### src/rtl/n64_poll_sequencer.sv
// Periodic N64 controller poll: sends the 0x01 command and a stop bit, arms the reader, then publishes the 32-bit word.
// Latency: TX takes 9*BIT_TICKS cycles, and polls start every POLL_PERIOD cycles. data_valid follows the LATCH cycle by one clock.
// No backpressure. Optional macro N64_DOUBLE_READ_EN publishes a word only after two equal consecutive reads.
module n64_poll_sequencer #(
  parameter int BIT_TICKS   = 400,
  parameter int POLL_PERIOD = 1666666,
  parameter int RSP_TIMEOUT = 50000
) (
  input  logic        clk,
  input  logic        reset,
  input  logic        enable,
  input  logic        line_in,
  output logic        line_oe,
  output logic        rd_enable,
  input  logic        rd_working,
  input  logic        rd_error,
  input  logic [31:0] rd_data,
  output logic [31:0] data_out,
  output logic        data_valid,
  output logic        fault,
  output logic        busy
);

  typedef enum logic [2:0] {S_IDLE, S_TX, S_WAIT, S_LATCH, S_FAULT, S_GAP} state_t;

  localparam logic [15:0] TICK_LAST    = 16'(BIT_TICKS - 1);
  localparam logic [15:0] ONE_LOW      = 16'(BIT_TICKS / 4);
  localparam logic [15:0] ZERO_LOW     = 16'((3 * BIT_TICKS) / 4);
  localparam logic [23:0] PERIOD_LAST  = 24'(POLL_PERIOD - 1);
  localparam logic [23:0] TIMEOUT_LAST = 24'(RSP_TIMEOUT - 1);

  state_t      state, next_state;
  logic [15:0] tick_cnt;
  logic [3:0]  bit_cnt;
  logic [23:0] period_cnt;
  logic [23:0] tmo_cnt;
  logic        working_q;
  logic        line_meta, line_sync;

  logic slot_done, period_hit, timed_out, working_fall, tx_entry, contention;

  assign slot_done    = (tick_cnt == TICK_LAST);
  assign period_hit   = (period_cnt == PERIOD_LAST);
  assign timed_out    = (tmo_cnt == TIMEOUT_LAST);
  assign working_fall = working_q & ~rd_working;
  assign tx_entry     = (next_state == S_TX) && (state != S_TX);

  // State register
  always_ff @(posedge clk or posedge reset) begin
    if (reset) state <= S_IDLE;
    else       state <= next_state;
  end

  // Next-state logic; a timeout beats a completion seen in the same cycle
  always_comb begin
    next_state = state;
    unique case (state)
      S_IDLE:  if (enable) next_state = S_TX;
      S_TX:    if (slot_done && bit_cnt == 4'd8) next_state = S_WAIT;
      S_WAIT: begin
        if (timed_out)         next_state = S_FAULT;
        else if (working_fall) next_state = rd_error ? S_FAULT : S_LATCH;
      end
      // An overrun poll restarts immediately instead of passing through GAP
      S_LATCH, S_FAULT: next_state = (period_hit && enable) ? S_TX : S_GAP;
      S_GAP:   if (period_hit) next_state = enable ? S_TX : S_IDLE;
      default: next_state = S_IDLE;
    endcase
  end

  // Outputs decoded from state. In the command 0x01 sent MSB first, slots 0-6 are '0', slot 7 is '1', and slot 8 is the stop bit.
  always_comb begin
    line_oe   = 1'b0;
    rd_enable = 1'b0;
    busy      = 1'b1;
    case (state)
      S_TX:          line_oe = (bit_cnt >= 4'd7) ? (tick_cnt < ONE_LOW) : (tick_cnt < ZERO_LOW);
      S_WAIT:        rd_enable = 1'b1;
      S_IDLE, S_GAP: busy = 1'b0;
      default:       ;
    endcase
  end

  // Bit/period/timeout counters. They restart on state entry and saturate instead of wrapping.
  always_ff @(posedge clk or posedge reset) begin
    if (reset) begin
      tick_cnt   <= '0;
      bit_cnt    <= '0;
      period_cnt <= '0;
      tmo_cnt    <= '0;
      working_q  <= 1'b0;
    end else begin
      working_q <= rd_working;
      if (tx_entry) begin
        tick_cnt   <= '0;
        bit_cnt    <= '0;
        period_cnt <= '0;
      end else begin
        if (!period_hit) period_cnt <= period_cnt + 24'd1;
        if (state == S_TX) begin
          if (slot_done) begin
            tick_cnt <= '0;
            bit_cnt  <= bit_cnt + 4'd1;
          end else begin
            tick_cnt <= tick_cnt + 16'd1;
          end
        end
      end
      if (state == S_WAIT) tmo_cnt <= tmo_cnt + 24'd1;
      else                 tmo_cnt <= '0;
    end
  end

`ifdef N64_DOUBLE_READ_EN
  logic [31:0] prev_word;
  logic        prev_vld;

  // Result registers. A word is published only when it matches the previous raw read.
  always_ff @(posedge clk or posedge reset) begin
    if (reset) begin
      data_out   <= '0;
      data_valid <= 1'b0;
      fault      <= 1'b0;
      prev_word  <= '0;
      prev_vld   <= 1'b0;
    end else begin
      data_valid <= 1'b0;
      if (state == S_LATCH) begin
        fault     <= 1'b0;
        prev_word <= rd_data;
        prev_vld  <= 1'b1;
        if (prev_vld && rd_data == prev_word) begin
          data_out   <= rd_data;
          data_valid <= 1'b1;
        end
      end else if (state == S_FAULT) begin
        fault    <= 1'b1;
        prev_vld <= 1'b0;
      end
    end
  end
`else
  // Result registers. Every successful read is published.
  always_ff @(posedge clk or posedge reset) begin
    if (reset) begin
      data_out   <= '0;
      data_valid <= 1'b0;
      fault      <= 1'b0;
    end else begin
      data_valid <= 1'b0;
      if (state == S_LATCH) begin
        fault      <= 1'b0;
        data_out   <= rd_data;
        data_valid <= 1'b1;
      end else if (state == S_FAULT) begin
        fault <= 1'b1;
      end
    end
  end
`endif

  // Two-flop line synchroniser. It idles high, matching the pull-up.
  always_ff @(posedge clk or posedge reset) begin
    if (reset) begin
      line_meta <= 1'b1;
      line_sync <= 1'b1;
    end else begin
      line_meta <= line_in;
      line_sync <= line_meta;
    end
  end

  // Debug observation: another driver holding the line low while we are released between polls
  assign contention = (state == S_GAP) && !line_oe && !line_sync;
  cover property (@(posedge clk) disable iff (reset) contention);

endmodule

### config.mk
export PLATFORM = sky130hd
export DESIGN_NAME = n64_poll_sequencer
export DESIGN_NICKNAME = d
export VERILOG_FILES = /design/src/rtl/n64_poll_sequencer.sv
export SDC_FILE = /design/constraint.sdc
export NUM_CORES = 1
export LEC_CHECK = 0
export ABC_AREA = 1
export BUFFER_PORTS_ARGS = -buffer_cell sky130_fd_sc_hd__buf_2
export CAP_MARGIN = 40
export CORE_UTILIZATION = 45
export CTS_BUF_LIST = sky130_fd_sc_hd__clkbuf_16
export CTS_CLUSTER_DIAMETER = 60
export DETAILED_ROUTE_END_ITERATION = 10
export GPL_ROUTABILITY_DRIVEN = 0
export PLACE_DENSITY = 0.75
export REMOVE_ABC_BUFFERS = 1
export SETUP_SLACK_MARGIN = 0.05
export SLEW_MARGIN = 5
export SYNTH_ARGS = -nofsm -noshare
export SYNTH_HDL_FRONTEND = slang
export SYNTH_SLANG_ARGS = --single-unit
### constraint.sdc
create_clock -name clk -period 3.68 [get_ports clk]
set_input_delay 0.736 -clock clk [delete_from_list [all_inputs] [get_ports clk]]
set_output_delay 0.736 -clock clk [all_outputs]
set_load 0.02 [all_outputs]
==> results of run 1 <==
## area by class of cell
cell class | count | area (um^2) | share of cell area (%)
Clock inverter | 7 | 82.58 | 1.251
Multi-Input combinational cell | 520 | 2628 | 39.80
Timing Repair Buffer | 78 | 430.4 | 6.519
Sequential cell | 106 | 2653 | 40.17
Tap cell | 168 | 210.2 | 3.184
Inverter | 99 | 374.1 | 5.666
Clock buffer | 9 | 225.2 | 3.411
## worst reg2reg max path: stages (launching register included)
cell,delay (ns)
dfrtp_1,0.45
inv_2,0.09
nand3_2,0.28
inv_1,0.29
nand2_1,0.19
nand3_4,0.09
nor2_4,0.14
nand3_4,0.38
nand3b_1,0.24
inv_1,0.06
## cell usage after synthesis (6+ instances only)
cell type,instances
nand2_2,14
clkbuf_1,7
ha_1,6
nand3_2,15
nor4_1,8
xor2_1,8
nand4_1,17
inv_1,66
inv_2,32
nand2_1,217
nor2_1,74
or2_2,8
nand3_1,61
nor3_1,12
dfrtp_1,106
a21oi_1,17
nor2_2,6
o21ai_0,17
## worst max path at each step
stage                     slack (ns)                         end  depth (start not counted)                from
after global placement          1.29  period_cnt[20]$_DFFE_PP0P_                         11          rd_working
final                           1.05                   rd_enable                          4  state[2]$_DFF_PP0_
after detailed placement        1.26  period_cnt[19]$_DFFE_PP0P_                         11          rd_working
after global routing            0.88                   rd_enable                          4  state[2]$_DFF_PP0_
after CTS                       1.01                   rd_enable                          3  state[1]$_DFF_PP0_
after floorplan                 0.16      bit_cnt[0]$_DFFE_PP0P_                          1               reset
## layout by cell type (no fill, tap or decap), types with 9 or more instances in the layout
cell,instances
a21oi_1,17
buf_2,73
clkbuf_16,9
dfrtp_1,106
inv_1,65
inv_2,32
nand2_1,217
nand2_2,14
nand3_1,61
nand3_2,15
nand4_1,17
nor2_1,74
nor3_1,12
o21ai_0,17
## registers in the layout, indices dropped and copies added, names as in the netlist
register	cells
fault	1
working_q	1
bit_cnt	4
data_valid	1
data_out	32
tick_cnt	16
period_cnt	24
state	3
tmo_cnt	24
## where the power goes
group	switching, W	internal, W
clock network	0.000492	0.000488
registers	0.000131	0.00126
logic	0.000250	0.000176
## through the flow
| stage | instance area [um^2] | util, % | power (W) | hold slack (ns) |
|---|---|---|---|---|
| 2_1_floorplan | 5652 | - | 0.001722 | 0.4550 |
| 3_3_place_gp | 6252 | 51.20 | 0.001821 | 0.4558 |
| 3_5_place_dp | 6295 | 51.55 | 0.001838 | 0.4583 |
| 4_1_cts | 6603 | 54.07 | 0.002826 | 0.3306 |
| 5_1_grt | 6603 | 54.07 | 0.002958 | 0.3358 |
| 6_report | 6603 | 54.07 | 0.002797 | 0.3296 |
## cells by family after synthesis
logic type                 count (synthesis)  share of synthesized area [%]
buffers and inverters                    113                          8.041
and+or+nand+nor                          453                          37.79
DFF                                      106                          46.20
xor gates and xnor gates                  13                          1.983
muxes                                      1                         0.1743
adders and majority gates                  6                          1.307
AOI/OAI and AO/OA                         47                          4.511
## metal layers
metal	GRT usage, %	up-vias
li1	-	2491
met1	26.65	2198
met2	31.85	110
met3	4.639	12
met4	5.714	0
met5	0	-
==> impl_metrics.ini, run 1 <==
[status]
outcome = completed

[timing]
finalClockSkew_ns = 0.01181
final.period_utilization_pct = 71.56
fin_ws_ns = 1.047
min_period_ns = 2.633
hold_violations = 0
fin_setup_tns_ns = 0
relSlewSlack_pct = 68.35
drv_slew = 0
setup_viol = 0
fmax_mhz = 379.8
rsz0062_at_grt = false
worst_pin_slew_ns = 0.4747

[drt]
routedWlPerCell_um = 11.96
drt_iter0_markers = 384
drt-total-wl_mm = 11.81
routed.top_layer = met4
vias_per_cell = 4.874
dr.pass1.iters = 5
wl_met2_mm = 5.303
wl_met1_mm = 5.784
ant_nets = 0
met3WireLength_um = 581
vias = 4811
drc = 0

[synth]
synth_edf_count = 0
synthesis.area_mm2 = 0.005742
ys_warn_count = 0
dominantRegCellSynth = dfrtp_1
ys_ff_latch = 106
synth_cells = 739
synthDistinctLibCells = 38
synthTopCellsByArea = dfrtp_1, nand2_1, nand3_1
synth-async-reset-ratio_pct = 100.0
syn_area_per_cell_um2 = 7.770
synth_top_area_cell = dfrtp_1
ys_seq_area_share_pct = 46.20
yosysTopAreaCellShare_pct = 46.20

[worst_setup_path]
path_max_fanout = 16
r2r_setup_slack_ns = 1.35
critical_path.max_stage_delay_ns = 0.44
worstPathArrival_ns = 1.90
critPathLaunchType = register
regToRegStartpoint = state[2]$_DFF_PP0_
r2r_cells = 9
timing.critical_path.buf_inv = 3
worst_path_max_delay_cell = dfrtp_1
crit_family = buffers and inverters
cp_cell_sequence = inv_2 > nand3_2 > inv_1 > buf_2
r2r_end = period_cnt[19]$_DFFE_PP0P_
worstSetupPathType = register to output pin
endpoint_kind = output pin
crit_required_ns = 2.94

[clocking]
post-cts-setup-buffers = 0
cts_tree = built
post_cts_resize_count = 0
cts_buffers = 9
cts_hold_buf = 0
cts.htree.levels = 3
cts.reportedPaths.clkPinSlew_ns = 0.08
clk-insertion-delay-late_ns = 0.36
cts-root-buf = clkbuf_16
cts_sinks = 106
clockBufferDepth = 2

[place]
numPlacedInstances = 971
dp_hpwl_mm = 8.440
pre_cts_slack_ns = 1.260
placement.io_buffers = 73

[power]
ir_worst_vdd_mv = 0.2710
p_per_area_mw_per_mm2 = 423.6
leakage_nw = 3.205

[layout]
n_antenna_cell = 0
finalNetCount = 858
fin_cells = 987
syn_to_final_growth_pct = 14.99
fillers = 1160
drive_gt1_share_pct = 22.71

[floorplanning]
dieHeight_um = 115.0
dieWidth_um = 115.0
coreArea_mm2 = 0.01221
num_rows = 40
start_util_pct = 47.02
io_pins = 75
die_area_mm2 = 0.01321

[global_route]
gr-usage-all-layers_pct = 19.77
grt_max_degree = 62
grt_first_pass_wirelength_mm = 20.94
antenna_found_initial = 0
grt-ovfl-total = 0
grt_pass1_vias = 4567

[min_path]
hp-class = input pin to asynchronous set/reset pin

[flow_run]
maxCapViolations = 0
(Power assumes the default switching activity.)
==> inputs of run 2 (changes only) <==
--- a/config.mk
+++ b/config.mk
@@ -5,7 +5,7 @@
 export SDC_FILE = /design/constraint.sdc
 export NUM_CORES = 1
 export LEC_CHECK = 0
-export ABC_AREA = 1
+export ABC_AREA = 0
 export BUFFER_PORTS_ARGS = -buffer_cell sky130_fd_sc_hd__buf_2
 export CAP_MARGIN = 40
 export CORE_UTILIZATION = 45
@@ -13,7 +13,7 @@
 export CTS_CLUSTER_DIAMETER = 60
 export DETAILED_ROUTE_END_ITERATION = 10
 export GPL_ROUTABILITY_DRIVEN = 0
-export PLACE_DENSITY = 0.75
+export PLACE_DENSITY = 0.73
 export REMOVE_ABC_BUFFERS = 1
 export SETUP_SLACK_MARGIN = 0.05
 export SLEW_MARGIN = 5
==> constraint.sdc (replaced) <==
create_clock -name clk -period 2.6 [get_ports clk]
set_input_delay 0.52 -clock clk [delete_from_list [all_inputs] [get_ports clk]]
set_output_delay 0.52 -clock clk [all_outputs]
set_load 0.02 [all_outputs]
==> impl_metrics.ini, run 2 <==
[clocking]
cts_hold_buf = 0
clk-insertion-delay-late_ns = 0.35
cts_sinks = 106
cts-root-buf = clkbuf_16
cts.reportedPaths.clkPinSlew_ns = 0.07
cts_tree = built
cts.htree.levels = 3
clockBufferDepth = 2
cts_buffers = 9

[synth]
synth_cells = 519
synthTopCellsByArea = dfrtp_1, mux2_2, xor2_1
synth-async-reset-ratio_pct = 100.0
synthesis.area_mm2 = 0.005274
syn_area_per_cell_um2 = 10.16
synth_top_area_cell = dfrtp_1
ys_ff_latch = 106
synth_common_cells = dfrtp_1, nor2_1, nand2_1
synthMostInstantiatedCell = dfrtp_1
dominantRegCellSynth = dfrtp_1
synth_edf_count = 0
ys_seq_area_share_pct = 50.30
ys_warn_count = 0
synthDistinctLibCells = 52
yosysTopAreaCellShare_pct = 50.30

[global_route]
met1_usage_pct = 24.98
met2_usage_pct = 33.45
use_met3_pct = 4.644
antenna_found_initial = 1
grt_max_degree = 55
busiest_layer = met2
grt-ovfl-total = 0
grt_pass1_vias = 4055
gr-usage-all-layers_pct = 19.90
grt_first_pass_wirelength_mm = 18.71

[timing]
rsz0062_at_grt = true
fin_ws_ns = -0.1033
min_period_ns = 2.703
worst_pin_slew_ns = 0.6961
final.period_utilization_pct = 104.0
hold_violations = 0
setup_viol = 36
relSlewSlack_pct = 53.17
finalClockSkew_ns = 0.005526
drv_slew = 0
fmax_mhz = 369.9

[worst_setup_path]
r2r_setup_slack_ns = -0.10
r2r_cells = 8
crit_required_ns = 2.84
crit_start = period_cnt[15]$_DFFE_PP0P_
critPathLaunchType = register
regToRegStartpoint = period_cnt[15]$_DFFE_PP0P_
worstPathArrival_ns = 2.94
crit_family = simple AND/OR/NAND/NOR gates
endpoint_kind = register
timing.critical_path.buf_inv = 2
path_max_fanout = 7
critical_path.max_stage_delay_ns = 0.52
crit_path_end = bit_cnt[3]$_DFFE_PP0P_
cp_cell_sequence = or4b_1 > or4b_4 > o311a_1 > a211o_4 > nor4_4 > buf_4 > clkbuf_16 > a21oi_1
worstSetupPathType = register to register
r2r_end = bit_cnt[3]$_DFFE_PP0P_
cp.depth = 8
worst_path_max_delay_cell = or4b_4

[power]
switching_share_pct = 22.83
combPwrFrac_pct = 4.6
p_total_w = 0.003234
leakage_nw = 2.955
clkPwrFrac_pct = 43.2
seqPwrFrac_pct = 52.1
p_per_area_mw_per_mm2 = 495.8
ir_worst_vdd_mv = 0.4145
switchingPower_w = 0.0007381
p_int_w = 0.002496

[status]
violations = negative setup slack
outcome = finished, violations left

[layout]
layout_common_cells = dfrtp_1, buf_2, nor2_1, nand2_1, buf_4
top_register = data_out
drive_gt1_share_pct = 30.98
largestRegisters = data_out x32, period_cnt x24, tmo_cnt x24
fillers = 942
syn_to_final_growth_pct = 23.68
largest_reg_flops = 32
final_common_cell = dfrtp_1
finalNetCount = 662

[floorplanning]
num_rows = 39
start_util_pct = 46.19
io_pins = 75
die_area_mm2 = 0.01216
coreArea_mm2 = 0.01142
dieHeight_um = 110.3
dieWidth_um = 110.3

[drt]
routedWlPerCell_um = 14.97
drt-total-wl_mm = 11.48
vias_per_cell = 5.454
drc = 0
dr.pass1.iters = 4
drt_iter0_markers = 218
ant_nets = 0
vias = 4183

[place]
pre_cts_slack_ns = -0.1594
dp_hpwl_mm = 7.691
placement.io_buffers = 73

[min_path]
hp-class = input pin to asynchronous set/reset pin

[flow_run]
maxCapViolations = 0
run 2: cell types whose count changed after synthesis, moves of 15 or more:
cell,delta
inv_1,-55
inv_2,-32
mux2_2,+32
nand2_1,-179
nand3_1,-36
nand3_2,-15
xor2_1,+22
run 2: cell type report:
class	instances	area, um^2	area share (%)
flip-flops and latches	106	2653	40.67
multi-input cells	378	2615	40.09
repair buffers	112	720.7	11.05
clock buffers	9	225.2	3.453
well taps	143	178.9	2.743
clock inverters	7	83.83	1.285
inverters	11	43.79	0.6714
diodes	1	2.502	0.03837
run 2: what timing repair did:
action	in CTS	in global routing
setup buffers	5	2
gates cloned	1	1
resized for setup	17	16
pin swaps	8	16
endpoints found under the setup margin	44	44
run 2: metal layers:
metal	routed length, um	vias to the layer above
met4	148	0
met2	5617	104
li1	-	2033
met1	5125	2034
met5	0	-
met3	591	12
run 2: power by group through the flow:
stage,Sequential (W),Combinational [W],Clock (W)
detailed placement,0.00172,0.000154,0
global placement,0.00172,0.000150,0
global route,0.00169,0.000170,0.00150
floorplan,0.00175,0.0000472,0
CTS,0.00169,0.000154,0.00143
finish,0.00169,0.000150,0.00140
run 2: how the worst min path moves through the flow:
stage                              start                        to  slack [ns]  cells after the start
floorplan           tmo_cnt[0]$_DFF_PP0_      tmo_cnt[0]$_DFF_PP0_        0.45                      1
global placement    tmo_cnt[0]$_DFF_PP0_      tmo_cnt[0]$_DFF_PP0_        0.47                      1
detailed placement  tmo_cnt[0]$_DFF_PP0_      tmo_cnt[0]$_DFF_PP0_        0.47                      1
CTS                                reset  data_out[14]$_DFFE_PP0P_        0.29                      2
global route                  rd_working       working_q$_DFF_PP0_        0.31                      1
finish                             reset  data_out[14]$_DFFE_PP0P_        0.26                      2
run 2: per-stage QoR:
stage	std cells	hold WS, ns	cell area [um^2]	utilization [%]	TNS, ns
6_report	767	0.2622	6523	57.12	-2.516
3_3_place_gp	742	0.4652	5978	52.36	-3.951
5_1_grt	766	0.3102	6520	57.10	-6.943
3_5_place_dp	742	0.4682	5978	52.36	-4.802
2_1_floorplan	495	0.4479	5161	-	-95.41
4_1_cts	764	0.2918	6431	56.32	-4.207
run 2: cells by family after synthesis:
logic type               after synthesis  synth area share (%)
flip-flops                           106                 50.30
XOR/XNOR                              48                 7.971
multiplexers                          33                 7.023
AND/OR/NAND/NOR                      232                 22.89
AO/OA/AOI/OAI                         59                 7.474
adder cells (fa/ha/maj)                6                 1.423
buffers and inverters                 35                 2.918
run 2: worst reg2reg max path, stage by stage (launching register included):
cell       delay, ns
dfrtp_1         0.37
or4b_1          0.51
or4b_4          0.52
o311a_1         0.31
a211o_4         0.31
nor4_4          0.18
buf_4           0.18
clkbuf_16       0.16
a21oi_1         0.04
